`config.mk`:
```
export PLATFORM = sky130hd
export DESIGN_NAME = dy_tone_frame_rx_flat
export DESIGN_NICKNAME = d
export VERILOG_FILES = /design/src/rtl/dy_tone_frame_rx_if.sv /design/src/rtl/dy_tone_frame_rx.sv /design/src/flat_wrapper.sv
export SDC_FILE = /design/constraint.sdc
export NUM_CORES = 1
export LEC_CHECK = 0
export BUFFER_PORTS_ARGS = -buffer_cell sky130_fd_sc_hd__buf_4
export CORE_UTILIZATION = 62
export CTS_CLUSTER_DIAMETER = 120
export DETAILED_ROUTE_END_ITERATION = 8
export GPL_ROUTABILITY_DRIVEN = 0
export PLACE_DENSITY = 0.95
export SYNTH_ARGS = -nofsm -noshare
export SYNTH_HDL_FRONTEND = slang
export SYNTH_SLANG_ARGS = --single-unit
```
`constraint.sdc`:
```
create_clock -name i_clk_sys -period 4.7 [get_ports i_clk_sys]
set_input_delay 0.705 -clock i_clk_sys [delete_from_list [all_inputs] [get_ports i_clk_sys]]
set_output_delay 0.705 -clock i_clk_sys [all_outputs]
set_load 0.1 [all_outputs]
```
`src/rtl/dy_tone_frame_rx_if.sv`:
```
// Bundle between the DY tone detector bank / parser side and the DY frame receiver.
// tone_vld is a strobe with no ready: the receiver accepts tone_flag in every cycle where tone_vld=1.
// dy_rx_en / dy_rx_err are 1-cycle pulses with no backpressure; dy_rx_data/errcode hold between pulses.
interface dy_tone_frame_rx_if;
  logic         cfg_rx_en;
  logic         tone_vld;
  logic [15:0]  tone_flag;
  logic         dy_rx_en;
  logic [127:0] dy_rx_data;
  logic         dy_rx_err;
  logic [1:0]   dy_rx_errcode;
  logic         dy_rx_busy;

  modport master (
    output cfg_rx_en,
    output tone_vld,
    output tone_flag,
    input  dy_rx_en,
    input  dy_rx_data,
    input  dy_rx_err,
    input  dy_rx_errcode,
    input  dy_rx_busy
  );

  modport slave (
    input  cfg_rx_en,
    input  tone_vld,
    input  tone_flag,
    output dy_rx_en,
    output dy_rx_data,
    output dy_rx_err,
    output dy_rx_errcode,
    output dy_rx_busy
  );
endinterface

```
`src/rtl/dy_tone_frame_rx.sv`:
```
// DY frame receiver: debounces tone-presence vectors, locks 9-step timing to the first tone,
// samples each step at its midpoint, checks the doubled preamble and emits the 128-bit instruction.
module dy_tone_frame_rx #(
  parameter int STEP_CYC   = 312500,
  parameter int SAMPLE_OFS = 156250,
  parameter int DEB        = 4,
  parameter int TW         = 20
) (
  input  logic               i_clk_sys,
  input  logic               i_rst,
  dy_tone_frame_rx_if.slave  bus,
  output logic [1:0]         o_dbg_state
);

  typedef enum logic [1:0] {
    ST_IDLE  = 2'd0,
    ST_RUN   = 2'd1,
    ST_GUARD = 2'd2
  } state_t;

  localparam logic [TW-1:0] TMR_LAST = TW'(STEP_CYC - 1);
  localparam logic [TW-1:0] TMR_SMP  = TW'(SAMPLE_OFS);
  localparam logic [TW-1:0] TMR_ONE  = TW'(1);
  localparam logic [3:0]    DEB_M1   = 4'(DEB - 1);

  state_t        r_state;
  state_t        w_state_nxt;
  logic [15:0]   r_last_flag;
  logic [15:0]   r_deb_vec;
  logic [3:0]    r_stable_cnt;
  logic [3:0]    w_stable_nxt;
  logic [TW-1:0] r_step_tmr;
  logic [3:0]    r_step_cnt;
  logic [15:0]   r_pre;
  logic [111:0]  r_shift;
  logic          r_rx_en;
  logic [127:0]  r_rx_data;
  logic          r_rx_err;
  logic [1:0]    r_rx_errcode;
  logic          w_sample;
  logic          w_capture;
  logic          w_err;
  logic [1:0]    w_errcode;
  logic          w_done;

  // Debounce: count consecutive identical strobes; a vector is accepted once it has repeated DEB times.
  always_comb begin
    w_stable_nxt = 4'd0;
    if (bus.tone_flag == r_last_flag) begin
      w_stable_nxt = (r_stable_cnt == 4'hF) ? 4'hF : r_stable_cnt + 4'd1;
    end
  end

  always_ff @(posedge i_clk_sys) begin
    if (i_rst) begin
      r_last_flag  <= '0;
      r_stable_cnt <= '0;
      r_deb_vec    <= '0;
    end else if (bus.tone_vld) begin
      r_last_flag  <= bus.tone_flag;
      r_stable_cnt <= w_stable_nxt;
      if (w_stable_nxt >= DEB_M1) begin
        r_deb_vec <= bus.tone_flag;
      end
    end
  end

  always_comb begin
    w_state_nxt = r_state;
    w_err       = 1'b0;
    w_errcode   = 2'd0;
    w_done      = 1'b0;
    w_sample    = (r_state == ST_RUN) && (r_step_tmr == TMR_SMP);
    case (r_state)
      ST_IDLE: begin
        if (bus.cfg_rx_en && (r_deb_vec != 16'h0000)) begin
          w_state_nxt = ST_RUN;
        end
      end
      ST_RUN: begin
        if (!bus.cfg_rx_en) begin
          w_state_nxt = ST_IDLE;
          w_err       = 1'b1;
          w_errcode   = 2'd3;
        end else if (w_sample) begin
          if (r_deb_vec == 16'h0000) begin
            w_state_nxt = ST_GUARD;
            w_err       = 1'b1;
            w_errcode   = 2'd2;
          end else if ((r_step_cnt == 4'd1) && (r_pre != r_deb_vec)) begin
            w_state_nxt = ST_GUARD;
            w_err       = 1'b1;
            w_errcode   = 2'd1;
          end else if (r_step_cnt == 4'd8) begin
            w_state_nxt = ST_GUARD;
            w_done      = 1'b1;
          end
        end
      end
      ST_GUARD: begin
        if (!bus.cfg_rx_en || (r_deb_vec == 16'h0000)) begin
          w_state_nxt = ST_IDLE;
        end
      end
      default: w_state_nxt = ST_IDLE;
    endcase
    w_capture = w_sample && !w_err;
  end

  always_ff @(posedge i_clk_sys) begin
    if (i_rst) begin
      r_state <= ST_IDLE;
    end else begin
      r_state <= w_state_nxt;
    end
  end

  // Step timer only runs while staying in RUN; entering RUN starts it at 0 (cycle t0).
  always_ff @(posedge i_clk_sys) begin
    if (i_rst) begin
      r_step_tmr <= '0;
      r_step_cnt <= '0;
    end else if ((r_state == ST_RUN) && (w_state_nxt == ST_RUN)) begin
      if (r_step_tmr == TMR_LAST) begin
        r_step_tmr <= '0;
        r_step_cnt <= r_step_cnt + 4'd1;
      end else begin
        r_step_tmr <= r_step_tmr + TMR_ONE;
      end
    end else begin
      r_step_tmr <= '0;
      r_step_cnt <= '0;
    end
  end

  // Step 0 holds the first preamble copy; steps 1..7 shift in word7..word1, step 8 supplies word0.
  always_ff @(posedge i_clk_sys) begin
    if (i_rst) begin
      r_pre   <= '0;
      r_shift <= '0;
    end else if (w_capture) begin
      if (r_step_cnt == 4'd0) begin
        r_pre <= r_deb_vec;
      end else begin
        r_shift <= {r_shift[95:0], r_deb_vec};
      end
    end
  end

  always_ff @(posedge i_clk_sys) begin
    if (i_rst) begin
      r_rx_en      <= 1'b0;
      r_rx_err     <= 1'b0;
      r_rx_errcode <= 2'd0;
      r_rx_data    <= '0;
    end else begin
      r_rx_en  <= w_done;
      r_rx_err <= w_err;
      if (w_err) begin
        r_rx_errcode <= w_errcode;
      end
      if (w_done) begin
        r_rx_data <= {r_shift, r_deb_vec};
      end
    end
  end

  assign bus.dy_rx_en      = r_rx_en;
  assign bus.dy_rx_data    = r_rx_data;
  assign bus.dy_rx_err     = r_rx_err;
  assign bus.dy_rx_errcode = r_rx_errcode;
  assign bus.dy_rx_busy    = (r_state != ST_IDLE);
  assign o_dbg_state       = r_state;

endmodule

```
`src/flat_wrapper.sv`:
```
// flat-port wrapper written by rule: the top's interface ports become plain ports
module dy_tone_frame_rx_flat 
#(
  parameter int STEP_CYC   = 312500,
  parameter int SAMPLE_OFS = 156250,
  parameter int DEB        = 4,
  parameter int TW         = 20
)
  (i_clk_sys, i_rst, o_dbg_state, bus_cfg_rx_en, bus_tone_vld, bus_tone_flag, bus_dy_rx_en, bus_dy_rx_data, bus_dy_rx_err, bus_dy_rx_errcode, bus_dy_rx_busy);
  dy_tone_frame_rx_if bus_i ();
  input  logic i_clk_sys;
  input  logic i_rst;
  output logic [1:0] o_dbg_state;
  input wire logic [$bits(bus_i.cfg_rx_en)-1:0] bus_cfg_rx_en;
  input wire logic [$bits(bus_i.tone_vld)-1:0] bus_tone_vld;
  input wire logic [$bits(bus_i.tone_flag)-1:0] bus_tone_flag;
  output wire logic [$bits(bus_i.dy_rx_en)-1:0] bus_dy_rx_en;
  output wire logic [$bits(bus_i.dy_rx_data)-1:0] bus_dy_rx_data;
  output wire logic [$bits(bus_i.dy_rx_err)-1:0] bus_dy_rx_err;
  output wire logic [$bits(bus_i.dy_rx_errcode)-1:0] bus_dy_rx_errcode;
  output wire logic [$bits(bus_i.dy_rx_busy)-1:0] bus_dy_rx_busy;
  assign bus_i.cfg_rx_en = bus_cfg_rx_en;
  assign bus_i.tone_vld = bus_tone_vld;
  assign bus_i.tone_flag = bus_tone_flag;
  assign bus_dy_rx_en = bus_i.dy_rx_en;
  assign bus_dy_rx_data = bus_i.dy_rx_data;
  assign bus_dy_rx_err = bus_i.dy_rx_err;
  assign bus_dy_rx_errcode = bus_i.dy_rx_errcode;
  assign bus_dy_rx_busy = bus_i.dy_rx_busy;
  dy_tone_frame_rx #(.STEP_CYC(STEP_CYC), .SAMPLE_OFS(SAMPLE_OFS), .DEB(DEB), .TW(TW)) u_core (.i_clk_sys(i_clk_sys), .i_rst(i_rst), .bus(bus_i), .o_dbg_state(o_dbg_state));
endmodule
```
Word level (Yosys, flattened, before mapping)
Cells that the tools add are included.
{"block": "totals", "ff_bits": 322, "in_bits": 20, "out_inout_bits": 135, "elab_cells": 72}
{"block": "op_classes", "n_addsub": 3, "order_cmp": 1, "n_eq_ne": 10, "muxes": 26, "bitwise_logic": 2, "reduce_logical": 18}
{"operator": "2-to-1 mux 2 bit", "n": 11}
{"operator": "adder 20 x 1 -> 20 bit, second input constant", "n": 1}
{"operator": "equality test 20 x 18 -> 1 bit, second input constant", "n": 1}
{"operator": "equality test 20 x 19 -> 1 bit, second input constant", "n": 1}
{"operator": "equality test 16 bit", "n": 1}
{"operator": "logical NOT 16 bit", "n": 1}
{"operator": "!= test 16 bit", "n": 1}
{"operator": "nonzero test 16 bit", "n": 1}
{"operator": "2-to-1 mux 1 bit", "n": 12}
{"operator": "adder 4 x 1 -> 4 bit, second input constant", "n": 2}
{"operator": "equality test 4 bit, second input constant", "n": 2}
{"operator": "2-to-1 mux 4 bit", "n": 2}
{"operator": "one-hot mux 2 bit (3 select lines)", "n": 1}
{"operator": "AND reduction 2 bit", "n": 3}
{"operator": "logical AND 1 bit", "n": 5}
{"operator": "equality test 2 x 1 -> 1 bit, second input constant", "n": 2}
{"operator": "equality test 4 x 1 -> 1 bit, second input constant", "n": 1}
{"operator": "greater-or-equal comparator 4 x 2 -> 1 bit, second input constant", "n": 1}
{"operator": "logical NOT 4 bit", "n": 1}
{"operator": "OR reduction 3 bit", "n": 1}
{"operator": "equality test 2 bit, second input constant", "n": 1}
{"operator": "logical NOT 1 bit", "n": 2}
{"operator": "logical NOT 2 bit", "n": 1}
{"operator": "NOT 1 bit", "n": 2}
{"operator": "3 further kinds", "n": 3}

Logic depth before layout (Yosys ltp)
{"block": "depth", "ltp_word": 11, "ltp_mapped": 10, "depth_no_buf": 8}

Least setup slack after synthesis
Ideal clock, no wire load.
{"block": "synth_path", "path_kind": "register -> register", "startpoint": "register u_core.r_state[0] (netlist: u_core.o_dbg_state[0])", "endpoint": "register u_core.r_rx_data[0] (netlist: u_core.bus.dy_rx_data[0])", "arrival_ps": 2553, "t_required_ps": 4630, "path_slack_ps": 2077, "path_stages_with_launch": 9, "path_buffers": 2, "cell_sequence": "dfxtp_1 nor2b_1 nand4_1 nor4_1 and4_1 clkbuf_1 clkbuf_1 nand2_1 a21oi_1"}
{"block": "synth_between", "elab_chain_len": 5}
{"item": "start, declared", "line_no": "dy_tone_frame_rx.sv:26", "rtl": "state_t r_state;"}
{"item": "start signal, assigned", "line_no": "dy_tone_frame_rx.sv:114", "rtl": "r_state <= w_state_nxt;"}
{"item": "equality test 2 x 1 -> 1 bit (*)", "line_no": "dy_tone_frame_rx.sv:73, dy_tone_frame_rx.sv:74"}
{"item": "logical AND 1 bit", "line_no": "dy_tone_frame_rx.sv:73", "rtl": "w_sample = (r_state == ST_RUN) && (r_step_tmr == TMR_SMP);"}
{"item": "2-to-1 mux 1 bit", "line_no": "dy_tone_frame_rx.sv:85", "rtl": "end else if (w_sample) begin"}
{"item": "2-to-1 mux 1 bit", "line_no": "dy_tone_frame_rx.sv:81", "rtl": "if (!bus.cfg_rx_en) begin"}
{"item": "2-to-1 mux 1 bit (*)", "line_no": "dy_tone_frame_rx.sv:74", "rtl": "case (r_state)"}
{"item": "end signal, assigned", "line_no": "dy_tone_frame_rx.sv:163", "rtl": "r_rx_data <= {r_shift, r_deb_vec};"}
{"item": "end, declared", "line_no": "dy_tone_frame_rx.sv:37", "rtl": "logic [127:0] r_rx_data;"}
Mark *: on every way between the ends. The rest lies on a longest branch, timed or not.
A chain may end at the register's enable or synchronous reset.

Final worst setup path
{"block": "layout_path", "startpoint": "register u_core.r_deb_vec[7]", "endpoint": "register u_core.r_shift[60]"}
{"block": "layout_between", "elab_chain_len": 10}
{"item": "start, declared", "line_no": "dy_tone_frame_rx.sv:29", "rtl": "logic [15:0] r_deb_vec;"}
{"item": "start signal, assigned", "line_no": "dy_tone_frame_rx.sv:63", "rtl": "r_deb_vec <= bus.tone_flag;"}
{"item": "!= test 16 bit", "line_no": "dy_tone_frame_rx.sv:90", "rtl": "end else if ((r_step_cnt == 4'd1) && (r_pre != r_deb_vec)) begin"}
{"item": "logical AND 1 bit", "line_no": "dy_tone_frame_rx.sv:90"}
{"item": "2-to-1 mux 1 bit", "line_no": "dy_tone_frame_rx.sv:90"}
{"item": "2-to-1 mux 1 bit (*)", "line_no": "dy_tone_frame_rx.sv:86", "rtl": "if (r_deb_vec == 16'h0000) begin"}
{"item": "2-to-1 mux 1 bit (*)", "line_no": "dy_tone_frame_rx.sv:85"}
{"item": "2-to-1 mux 1 bit (*)", "line_no": "dy_tone_frame_rx.sv:81"}
{"item": "2-to-1 mux 1 bit (*)", "line_no": "dy_tone_frame_rx.sv:74"}
{"item": "logical NOT 1 bit (*)", "line_no": "dy_tone_frame_rx.sv:107", "rtl": "w_capture = w_sample && !w_err;"}
{"item": "logical AND 1 bit (*)", "line_no": "dy_tone_frame_rx.sv:107"}
{"item": "AND reduction 2 bit (no line) (*)"}
{"item": "end signal, assigned", "line_no": "dy_tone_frame_rx.sv:145", "rtl": "r_shift <= {r_shift[95:0], r_deb_vec};"}
{"item": "end, declared", "line_no": "dy_tone_frame_rx.sv:35", "rtl": "logic [111:0] r_shift;"}
Marks and branches as above.

==> impl_results.md <==
- Diode count: 0
- H-tree levels: 1
- Starting Density: 63.8%
- Post-synth cell types: 47
- Post-synth EDFFs: 0
- Share of the synthesized area in the top cell type: 53.5%
- I/O Buffers: 154
- Synthesized Nets: 1,350
- CP Launch Type: flop
- Largest area contributor in the netlist: dfxtp_1
- Slew Limit Fails: 0
- Netlist Area Pre-Place: 12,100 um2
- Clock Sinks: 322
- CTS tree: built
- Grt ovf: 0
- Leakage power: 6.33 nW
- Crit-path max FO: 44
- WL/cell: 17.2 um
- Post_cts resized: 0
- DIE AREA: 20,000 um2
- Via count: 9,844
- Synthesized flop and latch total: 322
- Tmin final: 3.46 ns
- Synthesized area per cell: 9.10 um2
- CP peak stage delay: 0.70 ns
- Relative slew slack: 18.0%
- Final Util: 75.2%
- Boundary Pins: 155
- Number of global-route vias before repair: 9,364
- Worst EP required: 5.09 ns
- # rows: 50
- Clk slew on worst S/H paths: 0.07 ns
- Hold_sp: bus_tone_flag[11]
- Reg-to-reg endpoint: u_core.r_shift[60]
- Drt first-iter violations: 672
- Die width: 141 um
- Cells after synthesis: 1,324
- Arr. time, crit path: 3.85 ns
- Worst Hold Depth: 3
- Power per Cell Area: 361 nW/um2
- Outcome: finished clean
- CP delay by family, top: buffers and inverters
- CTS root buffer: clkbuf_16
- Final Cycle Share: 73.7%
- Setup TNS: 0 ns
- Share of cells above drive strength 1: 14.7%
- Core area: 18,900 um2
- Hold_buf cts: 0
- Syn. warnings: 0
- DRC: 0
- Max_cap viols: 0
- Maximum vdd drop: 0.000317 V
- Worst r2r src: u_core.r_deb_vec[7]
- Largest net degree at the start of global routing: 116
- Reg2reg path depth: 7
- Hold EP: u_core.r_last_flag[11]
- Worst-margin pin slew: 1.23 ns
- Dpl hpwl: 18,600 um
- Final count of hold timing violations: 0
- Ys flop type: dfxtp_1
- Pwr Total: 0.00513 W
- Skew final: 0.0171 ns
- Count leader, synth: dfxtp_1
- Clock Path Buffers: 3
- Drt total wl: 29,500 um
- Sequential-to-total area share from yosys stat: 53.5%
- HP Class: input port to flop
- Initial antenna violation count: 0
- Worst Setup Path Type: flop to flop
- Slowest CP cell: buf_4
- Synth cell count leaders: 322 x dfxtp_1, 270 x nand2_1, 194 x nor2_1
- CP cell instances: nor4_1 > nand4_1 > o2111ai_4 > buf_4 > buf_4 > mux2i_1 > nor2_1
- Most frequent CP cell: buf_4
- Via density: 5.74
- Max Fclk: 289 MHz
- RSZ-0062 raised after global routing: no
- DR pass1 iterations: 5
- Dominant cells by area after synthesis: dfxtp_1 53%, mux2i_1 13%, nand2_1 8.4%
- CTS Buf Count: 30
- Area Overhead vs Synth: 17.9%
- Worst-Skew Late Latency: 0.55 ns
- Final-report setup violation count: 0
- Final ANT Viol Nets: 0
- Ys async rst share: 0%
- Setup crit end kind: flop
- Total track usage: 28.7%
- Reg2Reg Setup Slack: 1.24 ns
- Setup Fix Bufs, Post-CTS: 0
- Die height: 141 um
- Crit path buf inv count: 2
- Nets: 1,463
- First-pass GRT wire length: 46,400 um
## sequential cells by signal, summed over array words and instances (netlist names)
register / cells
u_core.o_dbg_state: 2
u_core.r_step_tmr: 20
u_core.r_stable_cnt: 4
u_core.r_step_cnt: 4
u_core.r_pre: 16
u_core.r_last_flag: 16
u_core.bus.dy_rx_err: 1
u_core.bus.dy_rx_errcode: 2
u_core.bus.dy_rx_data: 128
u_core.r_shift: 112
u_core.bus.dy_rx_en: 1
u_core.r_deb_vec: 16
## worst max-delay path by stage
stage,start,end,depth (start not counted)
after floorplan,u_core.o_dbg_state[0],u_core.bus.dy_rx_data[0],8
after global placement,u_core.r_deb_vec[7],u_core.r_shift[97],7
after detailed placement,bus_tone_flag[11],u_core.r_deb_vec[12],7
after CTS,u_core.r_deb_vec[7],u_core.r_shift[60],7
after global routing,u_core.r_deb_vec[7],u_core.r_shift[56],7
final,u_core.r_deb_vec[7],u_core.r_shift[60],7
## routing by layer
| metal | track usage (%) | share of wire (%) |
|---|---|---|
| met1 | 36.1 | 41 |
| met4 | 13.4 | 4.3 |
| met3 | 3.95 | 6.4 |
| met5 | 0 | 0 |
| met2 | 49.0 | 48 |
## power breakdown
group          internal (W)  switching, W
Sequential          0.00274    0.00000557
Combinational     0.0000318     0.0000622
Clock               0.00129       0.00100
## worst reg2reg max path: cells and delay by family, from the launching register on
family / cells / cell delay [ns]
AOI/OAI and AO/OA: 1 / 0.23
muxes: 1 / 0.35
buffers and inverters: 2 / 1.30
DFF: 1 / 0.38
and+or+nand+nor: 3 / 1.05
## logic make-up after synthesis
kind of cell    share of synthesized area [%]
compound gates                           7.07
xor+xnor                                 3.78
buf+inv                                  3.13
fa+ha+maj                               0.623
flops                                    53.5
mux                                      13.4
simple gates                             18.5
## stage by stage
| stage | std cells | cell area (um2) | hold WS (ns) | setup WS [ns] |
|---|---|---|---|---|
| global route | 1715 | 14200 | 0.420 | 1.01 |
| finish | 1715 | 14200 | 0.416 | 1.24 |
| global placement | 1665 | 13300 | 0.438 | 1.46 |
| CTS | 1715 | 14200 | 0.406 | 1.34 |
| detailed placement | 1665 | 13300 | 0.444 | 1.38 |
| floorplan | 1324 | 12100 | 0.436 | 2.08 |
## layout make-up
| cell class | count | area, um2 |
|---|---|---|
| Clock buffer | 44 | 885 |
| Clock inverter | 6 | 36.3 |
| Sequential cell | 322 | 6450 |
| Inverter | 8 | 30.0 |
| Tap cell | 260 | 325 |
| Timing Repair Buffer | 163 | 1230 |
| Multi-Input combinational cell | 912 | 5260 |
| Fill cell | 1212 | 4680 |
## placed cells by master (no fill, tap or decap), types with 2 or more instances in the layout
master and count:
and3_1 4, clkbuf_8 7, o211ai_1 2, a21oi_1 134, clkinv_2 4, buf_4 162
nor4bb_1 3, and4_1 3, clkbuf_16 31, nor3_1 3, o31ai_1 2, inv_1 8
ha_1 6, nor4_1 6, nor2b_1 6, dfxtp_1 322, or3_1 2, xor2_1 15
nand4_1 19, clkbuf_1 7, o21ai_0 5, a211oi_1 2, nor4_2 3, nand2b_1 3
xnor2_1 37, nand3_1 9, mux2i_1 161, nand2_1 270, nor2_1 194, nand4b_1 2
Note: power is estimated with default switching activity, not from simulation.
